$ cat src/rtl/adc_sequencer.sv
// Conversion controller for the discrete ADC: sequences ramp-compare and SAR
// conversions against the R2R generator and reports one result per start.
module adc_sequencer #(
    parameter int WIDTH         = 8,
    parameter int SETTLE_CYCLES = 1000,
    parameter int RAMP_TIMEOUT  = 2_600_000,
    parameter int SYNC_STAGES   = 2
) (
    input  logic             clk,
    input  logic             reset,
    input  logic             start,
    input  logic             mode_sel,
    input  logic             abort,
    input  logic             comp_in,
    input  logic [WIDTH-1:0] ramp_value,
    output logic             gen_enable,
    output logic             adc_mode,
    output logic             capture_en,
    output logic [WIDTH-1:0] sar_duty_cycle,
    output logic [WIDTH-1:0] result,
    output logic             result_valid,
    output logic             overrange,
    output logic             busy
);

    localparam int CNT_MAX = (SETTLE_CYCLES > RAMP_TIMEOUT) ? SETTLE_CYCLES : RAMP_TIMEOUT;
    localparam int CW      = $clog2(CNT_MAX + 1);
    localparam int IW      = (WIDTH > 1) ? $clog2(WIDTH) : 1;

    localparam logic [CW-1:0]    SETTLE_LAST  = CW'(SETTLE_CYCLES - 1);
    localparam logic [CW-1:0]    TIMEOUT_LAST = CW'(RAMP_TIMEOUT - 1);
    localparam logic [IW-1:0]    IDX_MSB      = IW'(WIDTH - 1);
    localparam logic [WIDTH-1:0] ALL_ONES     = {WIDTH{1'b1}};

    typedef enum logic [3:0] {
        S_IDLE         = 4'd0,
        S_RAMP_ARM     = 4'd1,
        S_RAMP_RUN     = 4'd2,
        S_RAMP_CAPTURE = 4'd3,
        S_RAMP_LATCH   = 4'd4,
        S_SAR_SET      = 4'd5,
        S_SAR_WAIT     = 4'd6,
        S_SAR_DECIDE   = 4'd7,
        S_DONE         = 4'd8
    } state_t;

    state_t                 r_state;
    logic [SYNC_STAGES-1:0] r_sync;
    logic [CW-1:0]          r_cnt;
    logic [IW-1:0]          r_idx;
    logic [WIDTH-1:0]       r_trial;
    logic [WIDTH-1:0]       r_pend_result;
    logic                   r_pend_ovr;

    logic             w_comp_s;
    logic [WIDTH-1:0] w_bit_mask;
    logic [WIDTH-1:0] w_trial_next;

    assign w_comp_s     = r_sync[SYNC_STAGES-1];
    assign w_bit_mask   = {{(WIDTH-1){1'b0}}, 1'b1} << r_idx;
    // sar_duty_cycle already carries the trial with bit i set, so a "keep" decision adopts it.
    assign w_trial_next = w_comp_s ? sar_duty_cycle : r_trial;

    // Comparator synchronizer chain; all decisions use its last stage.
    always_ff @(posedge clk or negedge reset) begin
        if (!reset) begin
            r_sync <= {SYNC_STAGES{1'b0}};
        end else begin
            r_sync <= {r_sync[SYNC_STAGES-2:0], comp_in};
        end
    end

    // Conversion FSM with registered outputs.
    always_ff @(posedge clk or negedge reset) begin
        if (!reset) begin
            r_state        <= S_IDLE;
            r_cnt          <= {CW{1'b0}};
            r_idx          <= {IW{1'b0}};
            r_trial        <= {WIDTH{1'b0}};
            r_pend_result  <= {WIDTH{1'b0}};
            r_pend_ovr     <= 1'b0;
            gen_enable     <= 1'b0;
            adc_mode       <= 1'b0;
            capture_en     <= 1'b0;
            sar_duty_cycle <= {WIDTH{1'b0}};
            result         <= {WIDTH{1'b0}};
            result_valid   <= 1'b0;
            overrange      <= 1'b0;
            busy           <= 1'b0;
        end else begin
            capture_en   <= 1'b0;
            result_valid <= 1'b0;
            if ((r_state != S_IDLE) && abort) begin
                r_state    <= S_IDLE;
                gen_enable <= 1'b0;
                busy       <= 1'b0;
            end else begin
                case (r_state)
                    S_IDLE: begin
                        if (start) begin
                            adc_mode   <= mode_sel;
                            gen_enable <= 1'b1;
                            busy       <= 1'b1;
                            if (mode_sel) begin
                                r_state        <= S_SAR_SET;
                                r_idx          <= IDX_MSB;
                                r_trial        <= {WIDTH{1'b0}};
                                sar_duty_cycle <= {WIDTH{1'b0}};
                            end else begin
                                r_state <= S_RAMP_ARM;
                                r_cnt   <= SETTLE_LAST;
                            end
                        end else begin
                            r_state <= S_IDLE;
                        end
                    end
                    S_RAMP_ARM: begin
                        if (r_cnt == {CW{1'b0}}) begin
                            r_state <= S_RAMP_RUN;
                            r_cnt   <= {CW{1'b0}};
                        end else begin
                            r_cnt <= r_cnt - CW'(1);
                        end
                    end
                    S_RAMP_RUN: begin
                        if (!w_comp_s) begin
                            r_state    <= S_RAMP_CAPTURE;
                            capture_en <= 1'b1;
                        end else if (r_cnt == TIMEOUT_LAST) begin
                            r_state       <= S_DONE;
                            r_pend_result <= ALL_ONES;
                            r_pend_ovr    <= 1'b1;
                            gen_enable    <= 1'b0;
                        end else begin
                            r_cnt <= r_cnt + CW'(1);
                        end
                    end
                    S_RAMP_CAPTURE: begin
                        r_state <= S_RAMP_LATCH;
                    end
                    // The generator registered its capture on the strobe cycle.
                    S_RAMP_LATCH: begin
                        r_state       <= S_DONE;
                        r_pend_result <= ramp_value;
                        r_pend_ovr    <= 1'b0;
                        gen_enable    <= 1'b0;
                    end
                    S_SAR_SET: begin
                        r_state        <= S_SAR_WAIT;
                        sar_duty_cycle <= r_trial | w_bit_mask;
                        r_cnt          <= SETTLE_LAST;
                    end
                    S_SAR_WAIT: begin
                        if (r_cnt == {CW{1'b0}}) begin
                            r_state <= S_SAR_DECIDE;
                        end else begin
                            r_cnt <= r_cnt - CW'(1);
                        end
                    end
                    S_SAR_DECIDE: begin
                        if (r_idx == {IW{1'b0}}) begin
                            r_state       <= S_DONE;
                            r_pend_result <= w_trial_next;
                            r_pend_ovr    <= 1'b0;
                            gen_enable    <= 1'b0;
                        end else begin
                            r_state <= S_SAR_SET;
                            r_idx   <= r_idx - IW'(1);
                            r_trial <= w_trial_next;
                        end
                    end
                    // Result, overrange and the valid pulse update on the same edge.
                    S_DONE: begin
                        r_state      <= S_IDLE;
                        result       <= r_pend_result;
                        overrange    <= r_pend_ovr;
                        result_valid <= 1'b1;
                        gen_enable   <= 1'b0;
                        busy         <= 1'b0;
                    end
                    default: begin
                        r_state    <= S_IDLE;
                        gen_enable <= 1'b0;
                        busy       <= 1'b0;
                    end
                endcase
            end
        end
    end

endmodule

$ cat config.mk
export PLATFORM = sky130hd
export DESIGN_NAME = adc_sequencer
export DESIGN_NICKNAME = d
export VERILOG_FILES = /design/src/rtl/adc_sequencer.sv
export SDC_FILE = /design/constraint.sdc
export NUM_CORES = 1
export LEC_CHECK = 0
export CAP_MARGIN = 5
export CORE_UTILIZATION = 45
export DETAILED_ROUTE_END_ITERATION = 6
export HOLD_SLACK_MARGIN = 0.05
export MAX_ROUTING_LAYER = met4
export PLACE_DENSITY = 0.65
export SETUP_SLACK_MARGIN = 0.02
export SKIP_LAST_GASP = 1
export SYNTH_ARGS = -nofsm -noshare
export SYNTH_HDL_FRONTEND = slang
export SYNTH_SLANG_ARGS = --single-unit
$ cat constraint.sdc
create_clock -name clk -period 3.1 [get_ports clk]
set_clock_uncertainty 0.05 [all_clocks]
set_input_delay 0.31 -clock clk [delete_from_list [all_inputs] [get_ports clk]]
set_output_delay 0.31 -clock clk [all_outputs]
set_load 0.01 [all_outputs]
==> results of run 1 <==
-- final cells by class --
cell class / count / area, um2
Clock buffer: 9 / 124
Inverter: 11 / 41.3
Tap cell: 129 / 161
Sequential cell: 70 / 1750
Timing Repair Buffer: 63 / 571
Fill cell: 864 / 4220
Clock inverter: 6 / 40.0
Multi-Input combinational cell: 373 / 2330
-- logic make-up (layout without fill, tap and decap cells) --
family          after synthesis  in the layout
xor+xnor                     14             14
flops                        70             70
mux                          17             17
compound gates              139            139
fa+ha+maj                     7              7
buf+inv                      49             89
simple gates                196            196
-- power by group through the flow --
stage          registers (W)  clock network, W  logic, W
4_1_cts              0.00138          0.000656   0.00194
2_1_floorplan        0.00128                 0   0.00134
3_3_place_gp         0.00139                 0   0.00189
5_1_grt              0.00143          0.000700   0.00216
3_5_place_dp         0.00140                 0   0.00193
6_report             0.00139          0.000637   0.00196
-- worst min-delay path by stage --
stage | cells after the start | endpoint | startpoint | slack (ns)
floorplan | 0 | adc_mode | reset | -0.04
global placement | 0 | r_sync[1] | r_sync[0] | 0.29
detailed placement | 0 | r_sync[1] | r_sync[0] | 0.29
CTS | 0 | r_sync[1] | r_sync[0] | 0.31
global route | 0 | r_sync[1] | r_sync[0] | 0.32
finish | 0 | r_sync[1] | r_sync[0] | 0.31
-- metal layers --
| layer | vias to the layer above | part of all wire |
|---|---|---|
| met5 | - | 0 |
| li1 | 1880 | - |
| met1 | 1873 | 0.46 |
| met2 | 141 | 0.46 |
| met3 | 8 | 0.063 |
| met4 | 0 | 0.010 |
-- state kept, by name, summed over array words and instances (netlist names) --
register / cells
adc_mode: 1
busy: 1
capture_en: 1
gen_enable: 1
overrange: 1
r_cnt: 22
r_idx: 3
r_pend_ovr: 1
r_pend_result: 8
r_state: 4
r_sync: 2
r_trial: 8
result: 8
result_valid: 1
sar_duty_cycle: 8
-- through the flow --
stage / cell area (um2) / power, W / instances / setup slack [ns] / hold slack (ns)
2_1_floorplan: 4280 / 0.00263 / 492 / 0.634 / -0.0356
3_3_place_gp: 4840 / 0.00328 / 645 / 0.476 / 0.288
3_5_place_dp: 4840 / 0.00333 / 645 / 0.374 / 0.293
4_1_cts: 5020 / 0.00398 / 661 / 0.359 / 0.312
5_1_grt: 5020 / 0.00429 / 661 / 0.195 / 0.325
6_report: 5020 / 0.00398 / 661 / 0.346 / 0.308
-- Yosys cell counts, types with 4 or more instances --
cell       count  share of area
a21oi_1       32          0.037
a22o_1        16          0.033
and3_1         6         0.0088
buf_2          8         0.0094
clkbuf_1      26          0.023
dfrtp_1       70           0.41
ha_1           7          0.020
inv_1         10         0.0088
mux2_2         8          0.021
mux2i_1        9          0.021
nand2_1       69          0.061
nand2b_1       8          0.012
nand3_1       15          0.018
nand4_1       12          0.018
nor2_1        32          0.028
nor3_1        18          0.021
nor4_1         9          0.013
o211ai_1      10          0.018
o21ai_0       29          0.034
o221ai_1       7          0.014
o22ai_1        6         0.0088
o2bb2ai_1      5          0.010
o31ai_1        4         0.0070
o32ai_1        4         0.0082
or3_1          4         0.0059
xnor2_1        9          0.018
xor2_1         5          0.010
-- timing repair --
item | in CTS | in global routing
gates resized for setup | 0 | 0
hold buffers | 1 | 0
endpoints found under the hold margin | 30 | 0
endpoints found under the setup margin | 0 | 0
==> summary.txt, run 1 <==
Outcome
  • Status: finished clean

Worst setup path
  • Top cell family by delay on the critical path: simple AND/OR/NAND/NOR gates
  • Startpoint Class: flop
  • Crit path to: r_cnt[12]
  • Crit end category: flop
  • Crit path buf inv count: 0
  • Levels on crit path: 6
  • Slowest stage cell, crit path: or4_4
  • Worst reg2reg setup slack: 0.35 ns
  • WP data arrival: 2.95 ns
  • Crit path launch: r_cnt[8]
  • Launching point of the worst reg2reg path: r_cnt[8]
  • Slowest stage delay, CP: 0.61 ns
  • WS Path Type: flop to flop
  • Largest fanout on the critical path: 13
  • CP Cell Sequence: or4_4, nor4_4, nor4bb_1, a211oi_2, and2_0, a22o_1
  • RR Endpoint: r_cnt[12]
  • FF-to-FF path depth: 6
  • Req. time, crit path: 3.29 ns

Synth
  • Mapped Area: 4280 um2
  • Sequential element share of the synthesized area: 0.410
  • Complex-gate fraction of the synthesized area: 0.218
  • Synth Area per Inst: 8.69 um2
  • Synthesized Nets: 513
  • Yosys reg bits: 70
  • Post-synthesis adder-cell area fraction: 0.0205
  • Synthesized instance count: 492
  • Synth warn: 0
  • Mux cell area share after synthesis: 0.0421
  • Post-synthesis simple-gate area fraction: 0.233
  • Distinct cells, synth: 61
  • Main combinational cell family by area after synthesis: simple AND/OR/NAND/NOR gates
  • Post-synth EDFFs: 0
  • Async SR Flop Fraction: 1.00
  • Most used DFF post-synth: dfrtp_1
  • Post-Synth XOR/XNOR Area: 0.0287

Pwr
  • Reg power frac: 0.349
  • Switching share of total power: 0.435
  • Power share of the combinational group: 0.491
  • Pwr/cell area: 794 nW/um2
  • Leak: 2.01 nW
  • Internal power: 0.00225 W
  • Psw: 0.00173 W
  • Clock network power share: 0.160
  • Worst IR drop on VDD: 462 uV

Die
  • Initial core utilization: 0.463
  • Total die area: 9890 um2
  • Core Region: 9240 um2
  • Std-Cell Rows: 35
  • Die width: 99.5 um
  • Io pins: 36
  • Chip Height: 99.5 um

Global route
  • GR Util met2: 0.362
  • Largest net degree at the start of global routing: 41
  • Initial antenna violation count: 0
  • First-pass GRT wire length: 18700 um
  • Vias in the first global route: 3669
  • Total gr overflow: 0
  • GRT Overall Usage: 0.247
  • GR Util met1: 0.352
  • Met3 GRT Util: 0.0422
  • Busiest grt layer: met2

Clock network
  • Setup Fix Bufs, Post-CTS: 0
  • Clock buffer depth: 2
  • Num CTS Buffers: 9
  • Worst-Skew Late Latency: 0.36 ns
  • Root Buffer: clkbuf_8
  • TritonCTS clock tree: built
  • Register clock-pin slew on the reported worst setup and hold paths: 0.07 ns
  • CTS HTree Levels: 3
  • # clock sinks: 70

Worst hold path
  • Worst hold path class: flop to flop

Detailed routing
  • DR pass1 iterations: 5
  • Routed len/inst: 16.7 um
  • Post-route ant nets: 0
  • Vias: 3902
  • DRC violations left: 0
  • Drt total wl: 11100 um
  • Vias/cell: 5.90
  • First-iteration detailed-routing DRC count: 282

STA
  • Setup_tns: 0 ns
  • Max_slew headroom: 0.480
  • Fmax: 0.363 GHz
  • Setup repair after global routing missed its margin: no
  • Hold Fails Final Rpt: 0
  • Slew Viols, Final: 0
  • Tcrit/Tclk final: 0.888
  • Number of setup violations in the final report: 0
  • Worst Max-Slew Pin Slew: 0.778 ns
  • Min Clock Period, post-route: 2.75 ns

Final layout
  • Share of layout cells above drive strength 1: 0.115
  • Area delta synth->final: 17.4%
  • Final Util: 0.543
  • Most common cell after layout, fill and taps aside: dfrtp_1
  • # nets final: 549
  • Commonest cells after routing, fill and taps aside: dfrtp_1, nand2_1, clkdlybuf4s50_1
  • ANT cells: 0

Flow run
  • Max-cap violations: 0

Placed design
  • Post-detail-place hpwl: 7780 um
  • Port buffer count: 35
  • GP Congestion: 0.915
(Power assumes the default switching activity.)
==> run 2, diff against run 1 <==
--- a/config.mk
+++ b/config.mk
@@ -5,12 +5,14 @@
 export SDC_FILE = /design/constraint.sdc
 export NUM_CORES = 1
 export LEC_CHECK = 0
+export ABC_AREA = 1
 export CAP_MARGIN = 5
+export CORE_ASPECT_RATIO = 2
 export CORE_UTILIZATION = 45
 export DETAILED_ROUTE_END_ITERATION = 6
 export HOLD_SLACK_MARGIN = 0.05
 export MAX_ROUTING_LAYER = met4
-export PLACE_DENSITY = 0.65
+export PLACE_DENSITY = 0.64
 export SETUP_SLACK_MARGIN = 0.02
 export SKIP_LAST_GASP = 1
 export SYNTH_ARGS = -nofsm -noshare
==> run 2 against run 1 <==
Critical path type unchanged. Total power up 23%. Critical endpoint is now r_cnt[16]. Register-to-register slack improved by 0.51 ns. Via count rose by 22%. Synthesized cell count grew 45%. Maximum frequency increased by 23%. Area after synthesis rose by 12%. Routed wire length up 34%. Sequential share of layout area fell by 3.0 points. Clock power rose by 92%. Final area up 9.5%. Highest routed layer unchanged.
==> summary.txt, run 2 <==
Outcome
  • Status: finished clean

Final layout
  • ANT cells: 0
  • Share of layout cells above drive strength 1: 0.0851
  • Fillers: 1062
  • Largest reg by FF count: r_cnt
  • Area delta synth->final: 15.0%
  • Commonest cells after routing, fill and taps aside: nand2_1, nand3_1, dfrtp_1
  • # nets final: 756
  • Final Util: 0.538
  • Most common cell after layout, fill and taps aside: nand2_1
  • Max reg flops: 22

Synth
  • Async SR Flop Fraction: 1.00
  • Synthesized Nets: 733
  • Synth area leader: dfrtp_1
  • Sequential element share of the synthesized area: 0.367
  • Most used DFF post-synth: dfrtp_1
  • Synthesized instance count: 712
  • Synth Area per Inst: 6.71 um2
  • Top cell type's share of synthesized area: 0.367
  • Distinct cells, synth: 37
  • Synth warn: 0
  • Synth top cells by count: nand2_1, nand3_1, dfrtp_1, nor2_1, inv_1
  • Post-synth EDFFs: 0
  • Mapped Area: 4780 um2
  • Count leader, synth: nand2_1
  • Yosys reg bits: 70
  • Synth area leaders: dfrtp_1, nand2_1, nand3_1

Detailed routing
  • Vias: 4752
  • Post-route ant nets: 0
  • DRC violations left: 0
  • Routed len/inst: 16.9 um
  • WL met2: 8330 um
  • DR pass1 iterations: 5
  • Drt total wl: 14800 um
  • M1 WL: 5190 um
  • First-iteration detailed-routing DRC count: 281
  • Vias/cell: 5.43
  • Met3 wire len: 447 um
  • Highest routed metal layer: met4

Worst setup path
  • Slowest stage delay, CP: 0.40 ns
  • WP data arrival: 2.42 ns
  • RR Endpoint: r_cnt[16]
  • Crit path launch: r_cnt[0]
  • CP Cell Sequence: ha_1, nand2_1, inv_1, nand2_1, nor2_1, nand4_1, nand3_4, inv_4, nand2_1, o21ai_2
  • FF-to-FF path depth: 10
  • Most numerous cell on the critical path: nand2_1
  • Worst reg2reg setup slack: 0.86 ns
  • Slowest stage cell, crit path: dfrtp_1
  • WS Path Type: flop to flop
  • Largest fanout on the critical path: 23
  • Crit end category: flop
  • Crit path to: r_cnt[16]
  • Req. time, crit path: 3.27 ns
  • Startpoint Class: flop
  • Launching point of the worst reg2reg path: r_cnt[0]

Clock network
  • Root Buffer: clkbuf_16
  • Post-CTS Resized: 0
  • TritonCTS clock tree: built
  • Worst-Skew Late Latency: 0.34 ns
  • Register clock-pin slew on the reported worst setup and hold paths: 0.06 ns
  • # clock sinks: 70
  • Setup Fix Bufs, Post-CTS: 0
  • Num CTS Buffers: 9
  • Clock buffer depth: 2
  • Post-CTS Hold Buffers: 0
  • CTS HTree Levels: 3

Die
  • Die width: 74.8 um
  • Std-Cell Rows: 52
  • Initial core utilization: 0.468
  • Io pins: 36
  • Core Region: 10200 um2
  • Chip Height: 148 um
  • Total die area: 11100 um2

STA
  • Hold Fails Final Rpt: 0
  • Slew Viols, Final: 0
  • Fmax: 0.446 GHz
  • Number of setup violations in the final report: 0
  • Min Clock Period, post-route: 2.24 ns
  • Setup repair after global routing missed its margin: no
  • Tcrit/Tclk final: 0.724
  • Worst Max-Slew Pin Slew: 0.918 ns
  • Setup_tns: 0 ns
  • Max_slew headroom: 0.388

Global route
  • Vias in the first global route: 4653
  • Initial antenna violation count: 0
  • Largest net degree at the start of global routing: 71
  • First-pass GRT wire length: 23600 um
  • Total gr overflow: 0
  • GRT Overall Usage: 0.296

Worst hold path
  • Worst hold path class: input pin to async pin

Placed design
  • Post-detail-place hpwl: 10900 um
  • Port buffer count: 35
  • GP Congestion: 1.02

Pwr
  • Worst IR drop on VDD: 574 uV
  • Pwr/cell area: 893 nW/um2
  • Leak: 2.74 nW

Flow run
  • Max-cap violations: 0
run 2: changes by cell type in the layout (fill, tap and decap cells not counted), sizes merged, moves of 9 or more:
cell / previous run / this run
buf: 28 / 3
mux2i: 9 / 0
inv: 10 / 65
nand3: 15 / 76
nand2: 69 / 292
nor3: 18 / 1
nor4: 12 / 1
o211ai: 10 / 1
a21oi: 33 / 21
nor2: 32 / 81
a22o: 16 / 0
run 2: worst min path at each step:
stage / to / cells after the start
after detailed placement: r_sync[1] / 0
after floorplan: adc_mode / 0
after CTS: r_cnt[20] / 1
after global routing: r_trial[3] / 1
after global placement: r_sync[1] / 0
final: r_sync[1] / 1
run 2: layout make-up:
class | count | area (um2) | area share
clock buffer | 9 | 225 | 0.0410
clock inverter | 7 | 120 | 0.0219
inverter | 63 | 239 | 0.0435
multi-input combinational | 554 | 2630 | 0.478
sequential | 70 | 1750 | 0.319
tap | 135 | 169 | 0.0308
timing repair buffer | 37 | 363 | 0.0661
run 2: critical path, delay by kind of cell (launching register included):
kind / cells / cell delay (ns)
simple gates: 6 / 1.05
compound gates: 1 / 0.05
buf+inv: 2 / 0.28
fa+ha+maj: 1 / 0.28
flops: 1 / 0.40
run 2: kinds of logic after synthesis:
| kind of cell | after synthesis | share of synthesized area |
|---|---|---|
| adder cells (fa/ha/maj) | 7 | 0.0183 |
| flip-flops | 70 | 0.367 |
| AND/OR/NAND/NOR | 469 | 0.433 |
| XOR/XNOR | 7 | 0.0128 |
| AO/OA/AOI/OAI | 71 | 0.0854 |
| buffers and inverters | 88 | 0.0836 |
run 2: power by group:
group / internal (W) / switching [W] / leakage (nW) / total [W]
Sequential: 0.00116 / 0.000285 / 0.897 / 0.00145
Clock: 0.000791 / 0.000433 / 0.166 / 0.00122
Combinational: 0.000722 / 0.00151 / 1.67 / 0.00223
Total: 0.00268 / 0.00223 / 2.74 / 0.00491
run 2: layer usage:
layer,up-vias,GRT usage
met5,-,-
met3,50,0.0409
met1,2226,0.287
li1,2320,-
met2,156,0.532
met4,0,0.176
run 2: per-stage QoR:
step	hold slack [ns]	instance area, um2	setup WS, ns	power [W]	instances
after floorplan	-0.0356	4780	1.29	0.00309	712
after global placement	0.286	5150	0.859	0.00363	859
after detailed placement	0.285	5150	0.811	0.00368	859
after CTS	0.0873	5490	0.872	0.00492	875
after global routing	0.125	5490	0.655	0.00525	875
final	0.0345	5490	0.857	0.00491	875
==> run 3, diff against run 2 <==
--- a/config.mk
+++ b/config.mk
@@ -12,7 +12,7 @@
 export DETAILED_ROUTE_END_ITERATION = 6
 export HOLD_SLACK_MARGIN = 0.05
 export MAX_ROUTING_LAYER = met4
-export PLACE_DENSITY = 0.64
+export PLACE_DENSITY = 0.66
 export SETUP_SLACK_MARGIN = 0.02
 export SKIP_LAST_GASP = 1
 export SYNTH_ARGS = -nofsm -noshare
==> constraint.sdc (replaced) <==
create_clock -name clk -period 2 [get_ports clk]
set_clock_uncertainty 0.05 [all_clocks]
set_input_delay 0.2 -clock clk [delete_from_list [all_inputs] [get_ports clk]]
set_output_delay 0.2 -clock clk [all_outputs]
set_load 0.01 [all_outputs]
==> run 3 against run 2 <==
Die area stayed put. Combinational power up 73%. Worst hold slack gained 0.22 ns. Final area is 4.9% higher. Maximum frequency is 18% higher. Cell count rose by 3.5%. Setup slack worse by 0.76 ns. Count of clock-buffer cells in the layout grew 1. Routed wire length is 1.6% higher. Via count up 2.9%. Total power up 60%. Global-route usage up 0.27 points. Critical endpoint is now r_cnt[21]. Largest cell class unchanged. Largest power group unchanged.
==> summary.txt, run 3 (synthesis gave the netlist of run 2 again) <==
Outcome
  • Status: finished clean

STA
  • Worst Max-Slew Pin Slew: 0.471 ns
  • Hold Fails Final Rpt: 0
  • Tcrit/Tclk final: 0.952
  • Setup_tns: 0 ns
  • Slew Viols, Final: 0
  • Number of setup violations in the final report: 0
  • Fmax: 0.525 GHz
  • Max_slew headroom: 0.685
  • Setup repair after global routing missed its margin: yes
  • Min Clock Period, post-route: 1.90 ns

Global route
  • Busiest grt layer: met2
  • First-pass GRT wire length: 23600 um
  • Total gr overflow: 0
  • Largest net degree at the start of global routing: 71
  • GR Util met2: 0.521
  • Vias in the first global route: 4851
  • GRT Overall Usage: 0.299
  • GR Util met1: 0.266
  • Met3 GRT Util: 0.0457
  • Initial antenna violation count: 0

Detailed routing
  • DR pass1 iterations: 5
  • Drt total wl: 15000 um
  • Post-route ant nets: 0
  • DRC violations left: 0
  • Vias/cell: 5.40
  • First-iteration detailed-routing DRC count: 264
  • Routed len/inst: 16.6 um
  • Vias: 4888

Clock network
  • Register clock-pin slew on the reported worst setup and hold paths: 0.06 ns
  • CTS HTree Levels: 3
  • # clock sinks: 70
  • Worst-Skew Late Latency: 0.34 ns
  • TritonCTS clock tree: built
  • Clock buffer depth: 2
  • Num CTS Buffers: 9
  • Root Buffer: clkbuf_16
  • Setup Fix Bufs, Post-CTS: 0

Final layout
  • Most common cell after layout, fill and taps aside: nand2_1
  • Final Util: 0.564
  • Max reg flops: 22
  • Area delta synth->final: 20.6%
  • ANT cells: 0
  • Largest reg by FF count: r_cnt
  • Share of layout cells above drive strength 1: 0.127
  • Commonest cells after routing, fill and taps aside: nand2_1, nand3_1, dfrtp_1
  • Fillers: 1018
  • # nets final: 787

Placed design
  • Post-detail-place hpwl: 11400 um
  • GP Congestion: 0.993
  • Port buffer count: 35

Die
  • Io pins: 36
  • Initial core utilization: 0.468
  • Total die area: 11100 um2
  • Chip Height: 148 um
  • Core Region: 10200 um2
  • Die width: 74.8 um
  • Std-Cell Rows: 52

Worst setup path
  • WP data arrival: 2.08 ns
  • WS Path Type: flop to flop
  • Largest fanout on the critical path: 8
  • Startpoint Class: flop
  • Crit end category: flop
  • Req. time, crit path: 2.18 ns

Flow run
  • Max-cap violations: 0

Pwr
  • Switching share of total power: 0.454
  • Psw: 0.00357 W
  • Pwr/cell area: 1370 nW/um2
  • Power share of the combinational group: 0.489
  • Leak: 2.89 nW
  • Reg power frac: 0.287
  • Internal power: 0.00429 W
  • Clock network power share: 0.224
  • Worst IR drop on VDD: 637 uV

Worst hold path
  • Worst hold path class: input pin to flop
-- run 3: cell count changes in the layout (fill, tap and decap cells not counted), sizes merged --
cell	change
dlygate4sd3	+1
nand3b	+1
clkbuf	+1
buf	+29
bufinv	-1
-- run 3: timing repair --
action | CTS | global route
endpoints found under the setup margin | 0 | 36
endpoints found under the hold margin | 70 | 0
resized for setup | 0 | 10
hold buffers | 1 | 0
-- run 3: layout make-up --
cell class / count / area [um2] / share of cell area
clock buffers: 10 / 229 / 0.0398
clock inverters: 6 / 93.8 / 0.0163
inverters: 63 / 239 / 0.0415
multi-input cells: 555 / 2660 / 0.462
flip-flops and latches: 70 / 1750 / 0.304
well taps: 135 / 169 / 0.0293
repair buffers: 67 / 613 / 0.106
-- run 3: path summary, 6_finish.rpt --
path	from	endpoint	slack (ns)	depth (start not counted)
max in group asynchronous	reset	result[2]	1.21	3
min in group asynchronous	reset	r_trial[3]	0.37	3
max reg2reg	r_cnt[9]	r_cnt[21]	0.1	9
min reg2reg	r_sync[0]	r_sync[1]	0.31	0
max	r_cnt[9]	r_cnt[21]	0.1	9
min	comp_in	r_sync[0]	0.25	1
-- run 3: per-layer routing --
metal / share of wire / wire length [um]
met5: 0 / 0
met4: 0.089 / 1340
met3: 0.035 / 527
met2: 0.55 / 8210
met1: 0.33 / 4960
-- run 3: worst max-delay path: stages, from the launching register on --
cell     delay (ns)
dfrtp_1        0.56
nand2_1        0.14
nor2_1         0.25
nand3_1        0.24
inv_1          0.18
nand3_1        0.11
nand3_1        0.10
nand2_1        0.05
nand2_1        0.06
nand2_1        0.05
-- run 3: metrics by stage --
stage	total power, W	worst slack (ns)	hold slack [ns]	instances	cell area [um2]
6_report	0.00786	0.0952	0.250	906	5760
5_1_grt	0.00843	-0.0406	0.239	906	5760
4_1_cts	0.00783	0.0501	0.235	905	5720
3_5_place_dp	0.00602	0.0687	0.211	888	5390
3_3_place_gp	0.00593	0.0882	0.206	888	5390
2_1_floorplan	0.00479	0.192	-0.146	712	4780
-- run 3: power by group through the flow --
stage / clock [W] / sequential (W) / combinational [W]
6_report: 0.00176 / 0.00225 / 0.00385
3_5_place_dp: 0 / 0.00226 / 0.00376
2_1_floorplan: 0 / 0.00210 / 0.00270
4_1_cts: 0.00181 / 0.00224 / 0.00378
5_1_grt: 0.00185 / 0.00229 / 0.00428
3_3_place_gp: 0 / 0.00225 / 0.00368
